File: src/rtl/roll_history_display_if.sv
// Bundle between the dice generator/keys and the roll history display.
// master: drives the roll value, rolling flag and key pulses; observes display/status.
// slave:  the display block; consumes inputs, drives segments and browse status.
interface roll_history_display_if #(
    parameter int unsigned DEPTH = 8
);
    localparam int unsigned IW = $clog2(DEPTH);
    localparam int unsigned CW = IW + 1;

    logic [3:0]    i_random_num;
    logic          i_changing;
    logic          i_prev;
    logic          i_next;
    logic          i_clear;
    logic [6:0]    o_seven_hi;
    logic [6:0]    o_seven_lo;
    logic          o_browsing;
    logic [IW-1:0] o_index;
    logic [CW-1:0] o_count;

    modport master (
        output i_random_num, i_changing, i_prev, i_next, i_clear,
        input  o_seven_hi, o_seven_lo, o_browsing, o_index, o_count
    );

    modport slave (
        input  i_random_num, i_changing, i_prev, i_next, i_clear,
        output o_seven_hi, o_seven_lo, o_browsing, o_index, o_count
    );
endinterface

File: src/rtl/roll_history_display.sv
// Roll history display: shows the live roll as two active-low 7-segment digits
// (00-15), records each settled roll in a circular buffer, and lets the user
// browse older rolls with prev/next pulses.
// Ports:
//   i_clk      clock
//   i_rst_n    asynchronous active-low reset
//   bus        slave modport: i_random_num, i_changing, i_prev, i_next, i_clear in;
//              o_seven_hi, o_seven_lo, o_browsing, o_index, o_count out
module roll_history_display #(
    parameter int unsigned DEPTH = 8
) (
    input logic                    i_clk,
    input logic                    i_rst_n,
    roll_history_display_if.slave  bus
);
    localparam int unsigned IW = $clog2(DEPTH);
    localparam int unsigned CW = IW + 1;

    typedef enum logic {
        S_LIVE   = 1'b0,
        S_BROWSE = 1'b1
    } state_t;

    state_t        state_q, state_nxt;
    logic [IW-1:0] wr_ptr_q, wr_ptr_nxt;
    logic [CW-1:0] count_q, count_nxt;
    logic [IW-1:0] offset_q, offset_nxt;
    logic          chg_d_q;
    logic [6:0]    seg_hi_q, seg_hi_nxt;
    logic [6:0]    seg_lo_q, seg_lo_nxt;
    logic [3:0]    mem_q [DEPTH];

    logic          mem_we;
    logic          capture;
    logic [IW-1:0] rd_idx;
    logic [3:0]    sel_val;
    logic          tens;
    logic [3:0]    units;

    // Active-low gfedcba pattern for a decimal digit
    function automatic logic [6:0] seg7(input logic [3:0] d);
        logic [6:0] s;
        case (d)
            4'd0:    s = 7'b1000000;
            4'd1:    s = 7'b1111001;
            4'd2:    s = 7'b0100100;
            4'd3:    s = 7'b0110000;
            4'd4:    s = 7'b0011001;
            4'd5:    s = 7'b0010010;
            4'd6:    s = 7'b0000010;
            4'd7:    s = 7'b1111000;
            4'd8:    s = 7'b0000000;
            4'd9:    s = 7'b0010000;
            default: s = 7'b1111111;
        endcase
        return s;
    endfunction

    // Next-state, history bookkeeping and display selection
    always_comb begin
        state_nxt  = state_q;
        wr_ptr_nxt = wr_ptr_q;
        count_nxt  = count_q;
        offset_nxt = offset_q;
        mem_we     = 1'b0;

        // A settled roll is the first low sample of i_changing after a high one
        capture = chg_d_q & ~bus.i_changing;

        if (bus.i_clear) begin
            state_nxt  = S_LIVE;
            wr_ptr_nxt = '0;
            count_nxt  = '0;
            offset_nxt = '0;
        end else if (capture) begin
            mem_we     = 1'b1;
            wr_ptr_nxt = wr_ptr_q + IW'(1);
            if (count_q != CW'(DEPTH)) begin
                count_nxt = count_q + CW'(1);
            end
            state_nxt  = S_LIVE;
            offset_nxt = '0;
        end else if (bus.i_changing) begin
            state_nxt  = S_LIVE;
            offset_nxt = '0;
        end else if (bus.i_prev ^ bus.i_next) begin
            case (state_q)
                S_LIVE: begin
                    if (bus.i_prev && (count_q != '0)) begin
                        state_nxt  = S_BROWSE;
                        offset_nxt = '0;
                    end
                end
                S_BROWSE: begin
                    if (bus.i_prev) begin
                        // Saturate at the oldest stored entry
                        if (CW'(offset_q) < (count_q - CW'(1))) begin
                            offset_nxt = offset_q + IW'(1);
                        end
                    end else if (offset_q != '0) begin
                        offset_nxt = offset_q - IW'(1);
                    end else begin
                        state_nxt = S_LIVE;
                    end
                end
                default: state_nxt = S_LIVE;
            endcase
        end

        // Newest stored entry sits just behind the write pointer
        rd_idx  = wr_ptr_q - IW'(1) - offset_q;
        sel_val = (state_q == S_BROWSE) ? mem_q[rd_idx] : bus.i_random_num;
        tens    = (sel_val >= 4'd10);
        units   = tens ? (sel_val - 4'd10) : sel_val;

        seg_hi_nxt = seg7(tens ? 4'd1 : 4'd0);
        seg_lo_nxt = seg7(units);
    end

    // Control and display registers
    always_ff @(posedge i_clk or negedge i_rst_n) begin
        if (!i_rst_n) begin
            state_q  <= S_LIVE;
            wr_ptr_q <= '0;
            count_q  <= '0;
            offset_q <= '0;
            chg_d_q  <= 1'b0;
            seg_hi_q <= 7'b1000000;
            seg_lo_q <= 7'b1000000;
        end else begin
            state_q  <= state_nxt;
            wr_ptr_q <= wr_ptr_nxt;
            count_q  <= count_nxt;
            offset_q <= offset_nxt;
            chg_d_q  <= bus.i_changing;
            seg_hi_q <= seg_hi_nxt;
            seg_lo_q <= seg_lo_nxt;
        end
    end

    // History storage; contents are only read once count covers them, so no reset
    always_ff @(posedge i_clk) begin
        if (mem_we) begin
            mem_q[wr_ptr_q] <= bus.i_random_num;
        end
    end

    assign bus.o_seven_hi = seg_hi_q;
    assign bus.o_seven_lo = seg_lo_q;
    assign bus.o_browsing = (state_q == S_BROWSE);
    assign bus.o_index    = offset_q;
    assign bus.o_count    = count_q;

endmodule
File: src/flat_wrapper.sv
// flat-port wrapper written by rule: the top's interface ports become plain ports
module roll_history_display_flat 
#(
    parameter int unsigned DEPTH = 8
)
  (i_clk, i_rst_n, bus_i_random_num, bus_i_changing, bus_i_prev, bus_i_next, bus_i_clear, bus_o_seven_hi, bus_o_seven_lo, bus_o_browsing, bus_o_index, bus_o_count);
  roll_history_display_if #(.DEPTH(DEPTH)) bus_i ();
  input logic i_clk;
  input logic i_rst_n;
  input wire logic [$bits(bus_i.i_random_num)-1:0] bus_i_random_num;
  input wire logic [$bits(bus_i.i_changing)-1:0] bus_i_changing;
  input wire logic [$bits(bus_i.i_prev)-1:0] bus_i_prev;
  input wire logic [$bits(bus_i.i_next)-1:0] bus_i_next;
  input wire logic [$bits(bus_i.i_clear)-1:0] bus_i_clear;
  output wire logic [$bits(bus_i.o_seven_hi)-1:0] bus_o_seven_hi;
  output wire logic [$bits(bus_i.o_seven_lo)-1:0] bus_o_seven_lo;
  output wire logic [$bits(bus_i.o_browsing)-1:0] bus_o_browsing;
  output wire logic [$bits(bus_i.o_index)-1:0] bus_o_index;
  output wire logic [$bits(bus_i.o_count)-1:0] bus_o_count;
  assign bus_i.i_random_num = bus_i_random_num;
  assign bus_i.i_changing = bus_i_changing;
  assign bus_i.i_prev = bus_i_prev;
  assign bus_i.i_next = bus_i_next;
  assign bus_i.i_clear = bus_i_clear;
  assign bus_o_seven_hi = bus_i.o_seven_hi;
  assign bus_o_seven_lo = bus_i.o_seven_lo;
  assign bus_o_browsing = bus_i.o_browsing;
  assign bus_o_index = bus_i.o_index;
  assign bus_o_count = bus_i.o_count;
  roll_history_display #(.DEPTH(DEPTH)) u_core (.i_clk(i_clk), .i_rst_n(i_rst_n), .bus(bus_i));
endmodule
File: config.mk
export PLATFORM = sky130hd
export DESIGN_NAME = roll_history_display_flat
export DESIGN_NICKNAME = d
export VERILOG_FILES = /design/src/rtl/roll_history_display_if.sv /design/src/rtl/roll_history_display.sv /design/src/flat_wrapper.sv
export SDC_FILE = /design/constraint.sdc
export NUM_CORES = 1
export LEC_CHECK = 0
export ABC_AREA = 1
export BUFFER_PORTS_ARGS = -buffer_cell sky130_fd_sc_hd__buf_2
export CAP_MARGIN = 15
export CORE_MARGIN = 4
export CORE_UTILIZATION = 45
export CTS_CLUSTER_DIAMETER = 120
export DETAILED_ROUTE_END_ITERATION = 10
export PLACE_DENSITY_LB_ADDON = 0.05
export SLEW_MARGIN = 10
export SYNTH_ARGS = -nofsm -noshare
export SYNTH_HDL_FRONTEND = slang
export SYNTH_SLANG_ARGS = --single-unit
File: constraint.sdc
create_clock -name i_clk -period 7.7 [get_ports i_clk]
set_input_delay 0.385 -clock i_clk [delete_from_list [all_inputs] [get_ports i_clk]]
set_output_delay 0.385 -clock i_clk [all_outputs]
set_load 0.01 [all_outputs]
==> results.cfg, run 1 <==
[floorplanning]
start_util_pct = 46.8
fp.dieW_um = 86.9
rows = 28
core_mm2 = 0.00599
boundaryPins = 32
die_h_um = 86.9
die_area_mm2 = 0.00756

[timing]
hold_viol = 0
tns_ns = 0
tightest_slew_ns = 0.610
fin_crit_ns = 2.97
grt_setup_unrepaired = no
finClkSkew_ns = 0.00596
fin_crit_sh_pct = 38.6
setup_viol = 0
setup_slack_ns = 4.73
max_freq_ghz = 0.336
maxSlewHeadroom_pct = 59.3
final_max_slew_viol_count = 0

[layout]
multi_input_area_mm2 = 0.00111
area_delta_synth_final_pct = 8.84
fillers = 563
fin_area_mm2 = 0.00305
antenna_cells = 0
drive_above_1_share_pct = 18.8
regArea_mm2 = 0.00146
nets = 363
stdcell_count = 415
final_core_util_pct = 50.9

[clock_tree]
clkSinkCount = 52
clk_pin_slew_ns = 0.10
cts_resized = 0
cts_setup_buffers = 0
clk_latency_ns = 0.30
htree_levels = 2
cts_tree = built
hold_buffers = 0
clk_path_buf_depth = 2
cts_made_buffers = 5
root_buffer = clkbuf_8

[synth]
muxShareOfSynthArea_pct = 0
synth.distinct_cells = 32
synth_cells = 314
synth-adder-area-share_pct = 6.79
yosys.area_share.xor_xnor_pct = 0.938
synth_seq_cells = 52
ys_seq_area_share_pct = 52.2
ys.warnings.count = 0
synth_compound_area_share_pct = 6.03
synth_top_family_by_area = simple AND/OR/NAND/NOR gates
synthSimpleGateAreaFrac_pct = 25.3
syn_area_mm2 = 0.00280
avgSynthCellArea_um2 = 8.93

[pwr]
p_per_area_mw_per_mm2 = 186
vdd.ir_drop.worst_mv = 0.0800
p_leak_nw = 1.44

[worst_setup_path]
slowest_delay_ns = 0.69
r2r-start = u_core.bus.o_index[0]
r2r_setup_slack_ns = 4.73
path_common_cell = inv_1
arrival_ns = 3.17
required_ns = 7.90
critPathSlowestCell = fa_1
worst-path-max-fanout = 9
worstPathCellList = inv_1 > ha_1 > fa_1 > inv_2 > o21ai_0 > o22ai_1 > nand2_1 > o21ai_0 > a21oi_1 > inv_1 > ha_1 > inv_1 > nand3_1 > nand3_1 > nand2_1
worst_r2r_endpoint = u_core.bus.o_seven_lo[5]
worstSetupPathType = flip-flop to flip-flop
endpoint_kind = flip-flop
ff2ff_path_depth = 15
start_kind = flip-flop

[outcome]
status = finished clean

[routing]
dr.pass1.iters = 4
ant_nets = 0
routed_wl_um = 5380
drcViolationCount = 0
drt_iter0_drc = 106
via_per_inst = 4.83
wl_per_cell_um = 13.0
num_vias = 2004

[grt]
grt_max_degree = 22
grt_pass1_wl_um = 9000
grt-ovfl-total = 0
grt_pass1_vias = 1883
antenna_found_initial = 0
grt_usage_pct = 15.5

[place]
dpl_cell_area_mm2 = 0.00296
place.gp.congestion = 0.828
dp_hpwl_um = 4070
io_buffers = 28
place_inst = 407
place_ws_ns = 4.70

[worst_hold_path]
hp-class = input port to asynchronous set/reset pin

[flow_run]
max-cap-violations = 0
state kept, by name, summed over array words and instances (netlist names):
signal                 flops
u_core.mem_q              32
u_core.bus.o_seven_lo      7
u_core.bus.o_count         4
u_core.bus.o_index         3
u_core.wr_ptr_q            3
u_core.bus.o_browsing      1
u_core.bus.o_seven_hi      1
u_core.chg_d_q             1
report_power, final:
group	total, mW	switching [mW]	leakage [nW]	internal [mW]
Sequential	0.313	0.00606	0.546	0.307
Clock	0.157	0.0918	0.0485	0.0653
Combinational	0.0971	0.0624	0.844	0.0346
Total	0.567	0.160	1.44	0.407
cell usage after synthesis:
cell | count | share of area (%)
nand2_2 | 10 | 2.2
o21a_1 | 2 | 0.54
nand2_1 | 87 | 12
nand4_1 | 1 | 0.22
a21oi_2 | 1 | 0.31
a21oi_1 | 5 | 0.89
nand3_2 | 1 | 0.36
dfstp_2 | 1 | 0.94
dfrtp_1 | 19 | 17
o22a_1 | 1 | 0.31
or2_0 | 1 | 0.22
nor3_1 | 3 | 0.54
xor2_1 | 2 | 0.63
o21ai_1 | 4 | 0.71
ha_1 | 12 | 5.4
xnor2_1 | 1 | 0.31
nor2_1 | 28 | 3.7
nand3_1 | 24 | 4.3
nand2_4 | 4 | 1.6
fa_1 | 2 | 1.4
inv_1 | 32 | 4.3
o21ai_0 | 13 | 2.3
conb_1 | 2 | 0.27
inv_4 | 1 | 0.22
buf_2 | 2 | 0.36
o31ai_1 | 1 | 0.27
buf_6 | 1 | 0.40
or2_2 | 2 | 0.45
inv_2 | 8 | 1.1
buf_4 | 8 | 2.1
o22ai_1 | 3 | 0.67
edfxtp_1 | 32 | 34
cells in the final DEF (no fill, tap or decap), types with 2 or more instances in the layout:
cell,netlist,routed
nand2_1,87,87
inv_1,32,32
edfxtp_1,32,32
nor2_1,28,28
buf_2,2,28
nand3_1,24,24
dfrtp_1,19,19
o21ai_0,13,13
ha_1,12,12
nand2_2,10,10
inv_2,8,8
a21oi_1,5,5
clkbuf_8,0,5
o21ai_1,4,4
nand2_4,4,4
o22ai_1,3,3
nor3_1,3,3
conb_1,2,3
xor2_1,2,2
or2_2,2,2
o21a_1,2,2
fa_1,2,2
worst max-delay path, delay by kind of cell (launching register included):
| kind | cells | cell delay [ns] |
|---|---|---|
| adder cells (fa/ha/maj) | 3 | 1.12 |
| buffers and inverters | 4 | 0.43 |
| flip-flops | 1 | 0.42 |
| AND/OR/NAND/NOR | 4 | 0.28 |
| AO/OA/AOI/OAI | 4 | 0.62 |
through the flow:
stage                     hold slack (ns)  total power [mW]
after floorplan                    0.0894             0.390
after global routing               0.0236             0.603
after detailed placement            0.362             0.418
after global placement              0.366             0.417
after CTS                          0.0203             0.576
final                             0.00854             0.567
worst max path at each step:
stage	start	end	slack [ns]	depth (start not counted)
after floorplan	u_core.bus.o_index[0]	u_core.bus.o_seven_lo[3]	5.03	20
after global placement	u_core.bus.o_index[0]	u_core.bus.o_seven_lo[5]	4.80	15
after detailed placement	u_core.bus.o_index[0]	u_core.bus.o_seven_lo[5]	4.70	15
after CTS	u_core.bus.o_index[0]	u_core.bus.o_seven_lo[5]	4.67	15
after global routing	u_core.bus.o_index[0]	u_core.bus.o_seven_lo[5]	4.43	14
final	u_core.bus.o_index[0]	u_core.bus.o_seven_lo[5]	4.73	15
layout make-up:
cell class,count,share of cell area [%]
multi-input cells,211,36.3
well taps,75,3.08
repair buffers,28,4.59
clock buffers,5,2.26
clock inverters,3,0.738
flip-flops and latches,52,47.9
inverters,41,5.13
kinds of logic after synthesis:
family / Yosys count
AND/OR/NAND/NOR: 161
buffers and inverters: 52
flip-flops: 52
AO/OA/AOI/OAI: 30
adder cells (fa/ha/maj): 14
XOR/XNOR: 3
other: 2
metal layers:
layer	GRT usage, %	up-vias	routed length, um
met3	3.12	5	202
met2	24.1	33	2420
met4	4.25	0	57
met1	22.1	912	2710
li1	-	1054	-
met5	0	-	0
Note: power is estimated with default switching activity, not from simulation.
==> inputs of run 2 (changes only) <==
==> constraint.sdc (replaced) <==
create_clock -name i_clk -period 2.95 [get_ports i_clk]
set_input_delay 0.1475 -clock i_clk [delete_from_list [all_inputs] [get_ports i_clk]]
set_output_delay 0.1475 -clock i_clk [all_outputs]
set_load 0.01 [all_outputs]
==> run 2 against run 1 <==
Fmax increased by 9.8%. Worst hold slack gained 0.15 ns. Via count grew 1.8%. Cell area up 3.8%. Core utilization grew 1.9 points. First-iteration DRC count is 0.94% higher. Clock skew increased by 0.0039 ns. Flip-flop and latch count unchanged. Die area is the same. Critical endpoint is now u_core.bus.o_seven_lo[3]. Largest cell class unchanged. Largest power group unchanged.
==> results.cfg, run 2 (same netlist as run 1, synthesis figures left out) <==
[outcome]
status = finished clean

[worst_setup_path]
required_ns = 3.15
cp_num_buf_inv = 4
endpoint_kind = flip-flop
worst-path-max-fanout = 8
start_kind = flip-flop
slowest_delay_ns = 0.66
timing.critical_path.max_delay_family = adder cells
critPathSlowestCell = fa_2
arrival_ns = 2.91
path_common_cell = nand2_1
worstSetupPathType = flip-flop to flip-flop
worstPathCellList = inv_1 > ha_2 > fa_2 > inv_4 > nor2_1 > nand2_1 > nand2_1 > nand2_1 > nand2_1 > nand2_2 > nand2_4 > inv_2 > nand2_2 > nand2_4 > ha_1 > inv_1 > nand3_1 > nand3_1 > nand2_1

[pwr]
switching_share_pct = 26.4
p_switching_mw = 0.415
combPwrFrac_pct = 17.2
p_leak_nw = 1.49
p_per_area_mw_per_mm2 = 496
vdd.ir_drop.worst_mv = 0.313
seqPwrFrac_pct = 51.9
p_int_mw = 1.16
p_clk_share_pct = 30.9

[worst_hold_path]
hp-class = input port to flip-flop

[grt]
antenna_found_initial = 0
grt-ovfl-total = 0
grt_pass1_vias = 1952
grt_max_degree = 21
grt_pass1_wl_um = 9370
grt_usage_pct = 16.2

[place]
dp_hpwl_um = 4210
place.gp.congestion = 0.800
place_ws_ns = 0.0859
io_buffers = 28
place_inst = 411
dpl_cell_area_mm2 = 0.00299

[floorplanning]
rows = 28
die_h_um = 86.9
start_util_pct = 46.8
fp.dieW_um = 86.9
core_mm2 = 0.00599
die_area_mm2 = 0.00756
boundaryPins = 32

[clock_tree]
clk_path_buf_depth = 2
root_buffer = clkbuf_8
clk_pin_slew_ns = 0.09
cts_tree = built
clk_latency_ns = 0.31
htree_levels = 2
cts_made_buffers = 5
clkSinkCount = 52

[timing]
fin_crit_ns = 2.71
setup_viol = 0
fin_hold_ws_ns = 0.163
max_freq_ghz = 0.369
final_max_slew_viol_count = 0
finClkSkew_ns = 0.00990
fin_crit_sh_pct = 91.8
tns_ns = 0
setup_slack_ns = 0.241
hold_viol = 0

[layout]
area_delta_synth_final_pct = 12.9
layout_commonest_cell = nand2_1
fin_area_mm2 = 0.00317
drive_above_1_share_pct = 21.1
layout_common_cells = nand2_1, inv_1, edfxtp_1
regMostFlops = u_core.mem_q
nets = 374
largest_reg_flops = 32
antenna_cells = 0
stdcell_count = 426

[routing]
via_per_inst = 4.79
wl_per_cell_um = 13.0
dr.pass1.iters = 4
num_vias = 2041
routed_wl_um = 5550
drt_iter0_drc = 107
ant_nets = 0
drcViolationCount = 0

[flow_run]
max-cap-violations = 0
## run 2: changes by cell type in the layout (fill, tap and decap cells not counted), sizes merged
cell	previous run	this run
dlygate4sd3	0	2
buf	28	37
inv	42	41
bufinv	0	1
## run 2: tightest hold or removal path: cells and delay by family
family | cells | cell delay, ns
compound gates | 2 | 0.14
buf+inv | 1 | 0.14
## run 2: layout make-up
| class | count | area, um^2 |
|---|---|---|
| clock buffer | 5 | 68.8 |
| timing repair buffer | 39 | 228 |
| fill | 585 | 2830 |
| inverter | 41 | 159 |
| tap | 75 | 93.8 |
| multi-input combinational | 211 | 1110 |
| clock inverter | 3 | 42.5 |
| sequential | 52 | 1460 |
## run 2: stage by stage
step	utilization [%]	power (mW)
after global routing	52.8	1.68
after global placement	49.9	1.09
after floorplan	-	1.02
final	52.8	1.57
after CTS	52.1	1.59
after detailed placement	49.9	1.09
## run 2: routing by layer
layer | track usage, % | part of all wire, %
met1 | 22.9 | 48
met2 | 25.1 | 47
met4 | 5.10 | 1.3
met3 | 3.41 | 4.1
met5 | 0 | 0
## run 2: worst paths after layout
path	start	to	slack, ns	depth (start not counted)
max	u_core.bus.o_index[0]	u_core.bus.o_seven_lo[3]	0.24	19
min in group asynchronous	i_rst_n	u_core.bus.o_seven_hi[4]	0.31	2
max reg2reg	u_core.bus.o_index[0]	u_core.bus.o_seven_lo[3]	0.24	19
min reg2reg	u_core.wr_ptr_q[0]	u_core.wr_ptr_q[0]	0.61	2
min	bus_i_clear	u_core.bus.o_count[2]	0.16	3
max in group asynchronous	i_rst_n	u_core.bus.o_seven_lo[6]	2.28	2
## run 2: repair_timing
action | in CTS | in global routing
hold endpoints to repair | 20 | 0
setup buffers | 0 | 5
setup endpoints to repair | 0 | 7
hold buffers | 2 | 0
resized for setup | 0 | 3
## run 2: power groups by stage
stage | combinational, mW | sequential, mW | clock, mW
floorplan | 0.174 | 0.843 | 0
global placement | 0.263 | 0.832 | 0
detailed placement | 0.262 | 0.832 | 0
CTS | 0.265 | 0.816 | 0.506
global route | 0.315 | 0.820 | 0.543
finish | 0.270 | 0.816 | 0.485
==> inputs of run 3 (changes only) <==
--- a/config.mk
+++ b/config.mk
@@ -5,10 +5,8 @@
 export SDC_FILE = /design/constraint.sdc
 export NUM_CORES = 1
 export LEC_CHECK = 0
-export ABC_AREA = 1
 export BUFFER_PORTS_ARGS = -buffer_cell sky130_fd_sc_hd__buf_2
 export CAP_MARGIN = 15
-export CORE_MARGIN = 4
 export CORE_UTILIZATION = 45
 export CTS_CLUSTER_DIAMETER = 120
 export DETAILED_ROUTE_END_ITERATION = 10
==> run 3 against run 2 <==
The flow now finishes with violations (negative setup slack). Core utilization grew 6.4 points. Sequential power shrank 1%. Die area shrank 17%. Total power shrank 5.1%. Critical endpoint is now u_core.bus.o_seven_lo[0].
==> results.cfg, run 3 <==
[worst_setup_path]
r2r-start = u_core.wr_ptr_q[0]
slowest_delay_ns = 0.57
start_kind = flip-flop
cp_num_buf_inv = 1
crit_start = u_core.wr_ptr_q[0]
arrival_ns = 3.32
worstSetupPathType = flip-flop to flip-flop
required_ns = 3.20
path_common_cell = ha_4
r2r_setup_slack_ns = -0.12
worst-path-max-fanout = 4
critPathSlowestCell = fa_2
endpoint_kind = flip-flop
timing.critical_path.max_delay_family = adder cells
worstPathCellList = ha_4 > fa_2 > mux4_2 > mux2_4 > mux2i_4 > buf_4 > ha_4 > or2_2 > a21oi_2 > a221o_1

[layout]
antenna_cells = 0
layout_common_cells = edfxtp_1, buf_2, buf_4
nets = 288
fillers = 446
area_delta_synth_final_pct = 24.0
layout_commonest_cell = edfxtp_1
regMostFlops = u_core.mem_q
largest_reg_flops = 32
drive_above_1_share_pct = 38.9

[routing]
highest_layer = met4
wl_met3_um = 147
wl_per_cell_um = 15.4
ant_nets = 0
dr.pass1.iters = 4
num_vias = 1758
wl_met2_um = 2540
drt_iter0_drc = 47
routed_wl_um = 5180
drcViolationCount = 0
via_per_inst = 5.22
met1_length_um = 2460

[clock_tree]
cts_tree = built
htree_levels = 2
clk_latency_ns = 0.30
cts_made_buffers = 5
clk_path_buf_depth = 2
root_buffer = clkbuf_8
clk_pin_slew_ns = 0.09
clkSinkCount = 52

[pwr]
switching_share_pct = 25.7
p_leak_nw = 1.35
p_per_area_mw_per_mm2 = 446
p_clk_share_pct = 27.0
p_switching_mw = 0.383
p_int_mw = 1.11
combPwrFrac_pct = 19.1
seqPwrFrac_pct = 53.9
vdd.ir_drop.worst_mv = 0.255

[synth]
synth_cells = 209
synth_area_leaders = edfxtp_1, dfrtp_1, mux4_2
yosysMostFrequentCell = edfxtp_1
async_reset_ff_share_pct = 38.5
synth_top_area_share_pct = 35.7
synth_edf_count = 32
ys_top_cells_by_count = edfxtp_1, nor2_1, dfrtp_1, nand2_1, ha_1
synth_seq_cells = 52
synth.distinct_cells = 49
avgSynthCellArea_um2 = 12.9
syn_area_mm2 = 0.00270
ys.flop_type = edfxtp_1
synth_top_area_cell = edfxtp_1
ys_seq_area_share_pct = 54.3
ys.warnings.count = 0

[grt]
grt_usage_pct = 18.5
antenna_found_initial = 0
grt-ovfl-total = 0
grt_pass1_wl_um = 8830
grt_pass1_vias = 1804
grt_max_degree = 21

[timing]
final_max_slew_viol_count = 0
setup_slack_ns = -0.121
max_freq_ghz = 0.326
finClkSkew_ns = 0.00733
fin_hold_ws_ns = 0.125
grt_setup_unrepaired = yes
tns_ns = -0.462
maxSlewHeadroom_pct = 56.9
fin_crit_sh_pct = 104
hold_viol = 0
fin_crit_ns = 3.07
setup_viol = 6
tightest_slew_ns = 0.646

[floorplanning]
start_util_pct = 47.8
rows = 27
fp.dieW_um = 79.4
die_h_um = 79.4
die_area_mm2 = 0.00630
core_mm2 = 0.00564
boundaryPins = 32

[place]
place.gp.congestion = 0.962
io_buffers = 28
dp_hpwl_um = 3910

[worst_hold_path]
hp-class = input port to flip-flop
hp-start = bus_i_clear

[outcome]
violations = negative setup slack
status = finished with violations

[flow_run]
max-cap-violations = 0
==> run 3: cell types whose count changed in the layout (fill, tap and decap cells not counted), sizes merged, moves of 8 or more <==
cell   previous run  this run
buf              37        55
inv              41         8
mux4              0         8
nand2           101        13
nand3            25         1
o21ai            17         6
==> run 3: worst register-to-register path, cell delays in order (launching register included) <==
cell     delay [ns]
dfrtp_1        0.41
ha_4           0.17
fa_2           0.57
mux4_2         0.32
mux2_4         0.29
mux2i_4        0.22
buf_4          0.17
ha_4           0.20
or2_2          0.31
a21oi_2        0.19
a221o_1        0.16
==> run 3: power by group through the flow <==
stage | logic [mW] | registers (mW) | clock network [mW]
2_1_floorplan | 0.149 | 0.829 | 0
3_3_place_gp | 0.236 | 0.819 | 0
3_5_place_dp | 0.241 | 0.820 | 0
4_1_cts | 0.267 | 0.804 | 0.422
5_1_grt | 0.313 | 0.806 | 0.445
6_report | 0.284 | 0.804 | 0.402
==> run 3: per-stage QoR <==
stage / instances / power [mW] / worst slack [ns] / util, % / instance area, um^2
6_report: 337 / 1.49 / -0.121 / 59.2 / 3340
5_1_grt: 337 / 1.57 / -0.214 / 59.2 / 3340
4_1_cts: 335 / 1.49 / -0.163 / 58.0 / 3270
3_5_place_dp: 322 / 1.06 / -0.241 / 54.4 / 3070
3_3_place_gp: 322 / 1.05 / -0.138 / 54.4 / 3070
2_1_floorplan: 210 / 0.978 / -0.184 / - / 2750
==> run 3: layout make-up <==
| cell class | instances | area [um^2] | area share (%) |
|---|---|---|---|
| Sequential cell | 52 | 1460 | 43.8 |
| Multi-Input combinational cell | 140 | 1290 | 38.7 |
| Timing Repair Buffer | 57 | 375 | 11.2 |
| Tap cell | 72 | 90.1 | 2.70 |
| Clock buffer | 6 | 72.6 | 2.17 |
| Inverter | 8 | 30.0 | 0.899 |
| Clock inverter | 2 | 16.3 | 0.487 |
==> run 3: path summary, 6_finish.rpt <==
kind	to	cells after the start
max	u_core.bus.o_seven_lo[0]	10
max in group asynchronous	u_core.bus.o_index[0]	2
min in group asynchronous	u_core.bus.o_seven_hi[4]	2
min	u_core.wr_ptr_q[1]	2
min reg2reg	u_core.bus.o_browsing	2
max reg2reg	u_core.bus.o_seven_lo[0]	10
==> run 3: cell families (layout without fill, tap and decap cells) <==
logic type	count (synthesis)	after routing	share of synthesized area (%)
and+or+nand+nor	62	62	11.1
DFF	52	52	54.3
AOI/OAI and AO/OA	32	32	8.17
muxes	18	18	11.6
buffers and inverters	18	73	3.39
adders and majority gates	14	14	7.06
xor gates and xnor gates	11	11	4.13
other	2	3	0.279
==> run 3: what timing repair did <==
action / 4_1_cts / 5_1_grt
cloned: 0 / 0
endpoints found under the setup margin: 7 / 7
hold buffers: 2 / 0
pin swaps: 3 / 1
hold endpoints to repair: 20 / 0
gates resized for setup: 13 / 10
buffers inserted: 3 / 2
==> run 3: metal layers <==
layer	vias up	global-route usage (%)
met1	852	25.3
li1	870	-
met3	6	3.43
met2	30	30.7
met5	-	0
met4	0	4.18
